`src/rtl/synapse_accumulator_pkg.sv`:
```
// Shared definitions for the synapse accumulator and the neuron stage it feeds:
// lane-sum width and the controller state encoding.
package synapse_accumulator_pkg;

    typedef enum logic [1:0] {
        IDLE = 2'b00,
        ACC  = 2'b01,
        HOLD = 2'b10
    } state_e;

    // Width of one signed lane sum: NP terms of a 1+WD-bit signed product.
    function automatic int lane_width(input int np, input int wd);
        return $clog2(np) + 1 + wd;
    endfunction

endpackage

```
`src/rtl/synapse_mac_lane.sv`:
```
// One child lane: unsigned activation times signed weight, floored by 2^WD,
// accumulated into a signed register with synchronous clear and enable.
module synapse_mac_lane
    import synapse_accumulator_pkg::*;
#(
    parameter int NP = 4,
    parameter int WD = 4
) (
    input  logic                                   clk_i,
    input  logic                                   rst_ni,
    input  logic                                   clr_i,
    input  logic                                   en_i,
    input  logic [WD-1:0]                          act_i,
    input  logic signed [WD:0]                     wgt_i,
    output logic signed [lane_width(NP, WD)-1:0]   acc_o
);

    localparam int SW = lane_width(NP, WD);
    localparam int PW = 2 * WD + 2;

    logic signed [PW-1:0] prod_s;
    logic signed [SW-1:0] term_s;
    logic signed [SW-1:0] acc_d;
    logic signed [SW-1:0] acc_q;

    // Full-precision product, arithmetic shift floors toward -inf, then resize to lane width.
    always_comb begin
        prod_s = $signed({{(WD + 2){1'b0}}, act_i}) * $signed({{(WD + 1){wgt_i[WD]}}, wgt_i});
        term_s = SW'(prod_s >>> WD);
    end

    // Next accumulator value: clear wins over accumulate.
    always_comb begin
        acc_d = acc_q;
        if (clr_i) begin
            acc_d = '0;
        end else if (en_i) begin
            acc_d = acc_q + term_s;
        end else begin
            acc_d = acc_q;
        end
    end

    // Accumulator register with synchronous active-low reset.
    always_ff @(posedge clk_i) begin
        if (!rst_ni) begin
            acc_q <= '0;
        end else begin
            acc_q <= acc_d;
        end
    end

    assign acc_o = acc_q;

endmodule

```
`src/rtl/synapse_accumulator.sv`:
```
// Serial multiply-accumulate stage: captures NP activations and NP x NC weights,
// accumulates over NP cycles, then holds NC signed sums on a valid/ready output.
module synapse_accumulator
    import synapse_accumulator_pkg::*;
#(
    parameter int NP = 4,
    parameter int NC = 4,
    parameter int WD = 4
) (
    input  logic                                  iCLK,
    input  logic                                  iRST,
    input  logic                                  iValid_AS,
    output logic                                  oReady_AS,
    input  logic [NP*WD-1:0]                      iData_AS,
    input  logic [NP*NC*(1+WD)-1:0]               iWeight,
    output logic                                  oValid_BS,
    input  logic                                  iReady_BS,
    output logic [NC*lane_width(NP, WD)-1:0]      oData_BS
);

    localparam int SW = lane_width(NP, WD);
    localparam int CW = $clog2(NP);

    state_e              state_q;
    state_e              state_d;
    logic [CW-1:0]       k_q;
    logic [CW-1:0]       k_d;
    logic                clr_s;
    logic                en_s;
    logic [WD-1:0]       act_q [NP];
    logic signed [WD:0]  wgt_q [NP][NC];
    logic signed [SW-1:0] acc_s [NC];

    // Controller next state, counter and lane strobes.
    always_comb begin
        state_d = state_q;
        k_d     = k_q;
        clr_s   = 1'b0;
        en_s    = 1'b0;
        case (state_q)
            IDLE: begin
                if (iValid_AS) begin
                    state_d = ACC;
                    k_d     = '0;
                    clr_s   = 1'b1;
                end else begin
                    state_d = IDLE;
                end
            end
            ACC: begin
                en_s = 1'b1;
                if (k_q == CW'(NP - 1)) begin
                    state_d = HOLD;
                    k_d     = '0;
                end else begin
                    k_d = k_q + CW'(1'b1);
                end
            end
            HOLD: begin
                if (iReady_BS) begin
                    state_d = IDLE;
                end else begin
                    state_d = HOLD;
                end
            end
            default: begin
                state_d = IDLE;
                k_d     = '0;
            end
        endcase
    end

    // State and counter registers.
    always_ff @(posedge iCLK) begin
        if (!iRST) begin
            state_q <= IDLE;
            k_q     <= '0;
        end else begin
            state_q <= state_d;
            k_q     <= k_d;
        end
    end

    // Operands are sampled only at acceptance, so later input changes are ignored.
    always_ff @(posedge iCLK) begin
        if (!iRST) begin
            for (int k = 0; k < NP; k++) begin
                act_q[k] <= '0;
                for (int c = 0; c < NC; c++) begin
                    wgt_q[k][c] <= '0;
                end
            end
        end else if (clr_s) begin
            for (int k = 0; k < NP; k++) begin
                act_q[k] <= iData_AS[k*WD +: WD];
                for (int c = 0; c < NC; c++) begin
                    wgt_q[k][c] <= $signed(iWeight[(k*NC + c)*(WD + 1) +: (WD + 1)]);
                end
            end
        end
    end

    for (genvar c = 0; c < NC; c++) begin : g_lane
        synapse_mac_lane #(
            .NP (NP),
            .WD (WD)
        ) u_lane (
            .clk_i  (iCLK),
            .rst_ni (iRST),
            .clr_i  (clr_s),
            .en_i   (en_s),
            .act_i  (act_q[k_q]),
            .wgt_i  (wgt_q[k_q][c]),
            .acc_o  (acc_s[c])
        );
        assign oData_BS[c*SW +: SW] = acc_s[c];
    end

    assign oReady_AS = (state_q == IDLE);
    assign oValid_BS = (state_q == HOLD);

endmodule

```
`config.mk`:
```
export PLATFORM = sky130hd
export DESIGN_NAME = synapse_accumulator
export DESIGN_NICKNAME = d
export VERILOG_FILES = /design/src/rtl/synapse_accumulator_pkg.sv /design/src/rtl/synapse_mac_lane.sv /design/src/rtl/synapse_accumulator.sv
export SDC_FILE = /design/constraint.sdc
export NUM_CORES = 1
export LEC_CHECK = 0
export CAP_MARGIN = 20
export CORE_ASPECT_RATIO = 0.5
export CORE_UTILIZATION = 39
export CTS_CLUSTER_DIAMETER = 40
export DETAILED_ROUTE_END_ITERATION = 12
export GPL_TIMING_DRIVEN = 0
export PLACE_DENSITY = 0.71
export SLEW_MARGIN = 20
export SYNTH_ARGS = -nofsm -noshare
export SYNTH_HDL_FRONTEND = slang
export SYNTH_SLANG_ARGS = --single-unit
export TNS_END_PERCENT = 20
```
`constraint.sdc`:
```
create_clock -name iCLK -period 7 [get_ports iCLK]
set_input_delay 1.05 -clock iCLK [delete_from_list [all_inputs] [get_ports iCLK]]
set_output_delay 1.05 -clock iCLK [all_outputs]
set_load 0.02 [all_outputs]
```
==> metrics.yaml <==
status:
  status: "complete, no violations"
hold_path:
  hp-class: "reg -> reg"
cts:
  clockRootBuffer: "clkbuf_16"
  clkLatencyLatePin_ns: 0.42
  cts.clk_slew.worst_paths_ns: 0.06
  ctsResizeCount: 0
  htree_levels: 4
  holdBufCountCts: 0
  clock_path_buffers: 2
  cts_sinks: 130
  cts_tree: "built"
  cts_setup_buffers: 0
  cts_inserted_buffers: 17
timing:
  drv_slew: 0
  rsz0062_at_grt: "false"
  worstMarginPinSlew_ns: 0.720
  slew_headroom_pct: 52.0
  fmax_ghz: 0.163
  totalNegativeSetupSlack_ns: 0
  fin_crit_sh_pct: 87.7
  clock_skew_ns: 0.00649
  finalCriticalPeriod_ns: 6.14
  setup_violations: 0
  hold_violations: 0
route:
  wire_per_inst_um: 17.1
  drt_iter0_drc: 355
  drcViolationCount: 0
  first_pass_iters: 5
  ant_nets: 0
  routed_via_density: 5.07
  vias: 6580
  routed_wl_mm: 22.1
critical_path:
  reg2reg_slack_ns: 0.86
  crit_fanout: 10
  crit_type: "reg -> reg"
  path_buf_inv: 6
  cpPeakStageDelay_ns: 0.55
  end_kind: "flop"
  worst_ep_required_time_ns: 7.30
  critPathTopFamily: "adder cells"
  worst_ep_arrival_time_ns: 6.44
  cp_slowest_cell: "fa_1"
  worst_path_most_repeated_cell: "o21ai_0"
  crit_path_start_kind: "flop"
layout:
  area_growth_syn_to_layout_pct: 24.4
  mostFrequentLayoutCells: "and2_1, clkdlybuf4s50_1, ha_1"
  utilization_pct: 49.8
  diodes: 0
  layout.nets: 1208
  n_fill_cell: 2066
  drive_gt1_share_pct: 7.47
  seqCellArea_um2: 3560
  layout_commonest_cell: "and2_1"
  multiInputGateArea_um2: 5190
yosys:
  synth-seq-cells: 130
  synth_area_per_cell_um2: 11.1
  synthFlopType: "edfxtp_1"
  netlist_area_um2: 9180
  syn-num-nets: 1059
  synth_edf_count: 96
  ys_types: 58
  syn-instance-count: 830
  synth_seq_area_share_pct: 38.8
  synthArstFlopShare_pct: 0
  synth_warnings: 0
global_route:
  grt_use_total_pct: 19.4
  grt_first_pass_wirelength_mm: 36.1
  grt_max_degree: 57
  overflow: 0
  antenna_found_initial: 0
  grt_pass1_vias: 6877
power_and_ir_drop:
  vdd_ir_drop_max_uv: 159
  p_leak_nw: 4.97
  p_per_area_nw_per_um2: 225
floorplanning:
  initial_core_util_pct: 40.0
  die_x_um: 219
  placementRows: 39
  die_area_um2: 24200
  die_h_um: 110
  core_um2: 22900
  io_pins: 130
placement:
  io_buffers: 129
  dp_hpwl_mm: 17.2
  gp_congestion: 0.850
flow_run:
  maxCapViolCount: 0
==> through the flow <==
| step | cell area [um2] | worst slack [ns] | hold WS [ns] | total power [W] | instances |
|---|---|---|---|---|---|
| floorplan | 9180 | 1.64 | 0.520 | 0.00151 | 830 |
| finish | 11400 | 0.863 | 0.469 | 0.00257 | 1297 |
| detailed placement | 10900 | 0.905 | 0.469 | 0.00176 | 1267 |
| CTS | 11400 | 0.852 | 0.475 | 0.00259 | 1297 |
| global placement | 10900 | 0.253 | 0.453 | 0.00173 | 1266 |
| global route | 11400 | 0.365 | 0.509 | 0.00273 | 1297 |
==> final timing paths <==
| kind | start | to | cells after the start |
|---|---|---|---|
| hold reg to reg | g_lane[2].u_lane.acc_o[6] | g_lane[2].u_lane.acc_o[6] | 2 |
| hold / removal | g_lane[2].u_lane.acc_o[6] | g_lane[2].u_lane.acc_o[6] | 2 |
| setup / recovery | flop | g_lane[0].u_lane.acc_o[6] | 25 |
| setup reg to reg | flop | g_lane[0].u_lane.acc_o[6] | 25 |
==> cells in the mapped netlist, types with 5 or more instances <==
library cell | instances | area share [%]
xor2_1 | 8 | 0.76
xnor2_1 | 13 | 1.2
nor3_1 | 5 | 0.27
mux4_1 | 10 | 2.9
nand2b_1 | 11 | 0.75
nor2_1 | 18 | 0.74
mux2i_1 | 6 | 0.65
o21ai_0 | 16 | 0.87
a21oi_1 | 40 | 2.2
ha_1 | 97 | 13
fa_1 | 32 | 7.0
nand3_1 | 12 | 0.65
clkbuf_1 | 24 | 0.98
inv_1 | 71 | 2.9
a211oi_1 | 8 | 0.65
nor2b_1 | 19 | 1.3
mux4_2 | 14 | 3.4
a21o_1 | 18 | 1.5
and2_1 | 132 | 9.0
nand2_1 | 61 | 2.5
edfxtp_1 | 96 | 31
and3_1 | 5 | 0.34
dfxtp_1 | 34 | 7.4
buf_2 | 6 | 0.33
==> per-layer routing <==
layer	vias to the layer above	routed length [um]	global-route usage, %	part of all wire [%]
met4	0	208	5.00	0.94
met3	25	798	3.55	3.6
li1	3235	-	-	-
met2	132	10400	32.2	47
met5	-	0	0	0
met1	3188	10800	26.1	49
==> cell families after synthesis <==
logic type                 count (synthesis)  share of synthesized area (%)
DFF                                      130                           38.8
xor gates and xnor gates                  21                           2.00
and+or+nand+nor                          288                           17.7
muxes                                     34                           7.44
adders and majority gates                129                           20.2
AOI/OAI and AO/OA                        123                           9.21
buffers and inverters                    105                           4.62
==> layout make-up <==
cell class / count / area share (%)
well taps: 307 / 3.36
multi-input cells: 595 / 45.5
repair buffers: 130 / 11.5
plain buffers: 34 / 1.41
flip-flops and latches: 130 / 31.2
clock buffers: 17 / 3.72
clock inverters: 13 / 0.986
inverters: 71 / 2.33
==> sequential cells by signal, indices dropped and copies added, names as in the netlist, named ones only <==
register             count
state_q                  2
act_q                   16
k_q                      2
wgt_q                   80
g_lane.u_lane.acc_o     28
==> report_power, final <==
part | internal [W] | switching (W)
clock network | 0.000483 | 0.000348
logic | 0.000363 | 0.000449
registers | 0.000902 | 0.0000295
==> worst register-to-register path, stage by stage (launching register included) <==
cell and delay [ns]:
dfxtp_1 0.40, buf_2 0.27, buf_2 0.34, buf_2 0.38, mux2i_1 0.24, nand2_1 0.07, o21ai_0 0.25, nand2_1 0.16
fa_1 0.55, inv_1 0.04, ha_1 0.26, inv_1 0.05, fa_1 0.53, inv_1 0.05, ha_1 0.36, a21o_1 0.21
a21o_1 0.18, a21oi_1 0.12, o21ai_0 0.13, xor2_1 0.18, ha_1 0.33, o21ai_0 0.11, o21ai_0 0.28, a21oi_1 0.11
mux2_2 0.29, mux2i_1 0.12
No activity file was read; power rests on OpenSTA's default activity.
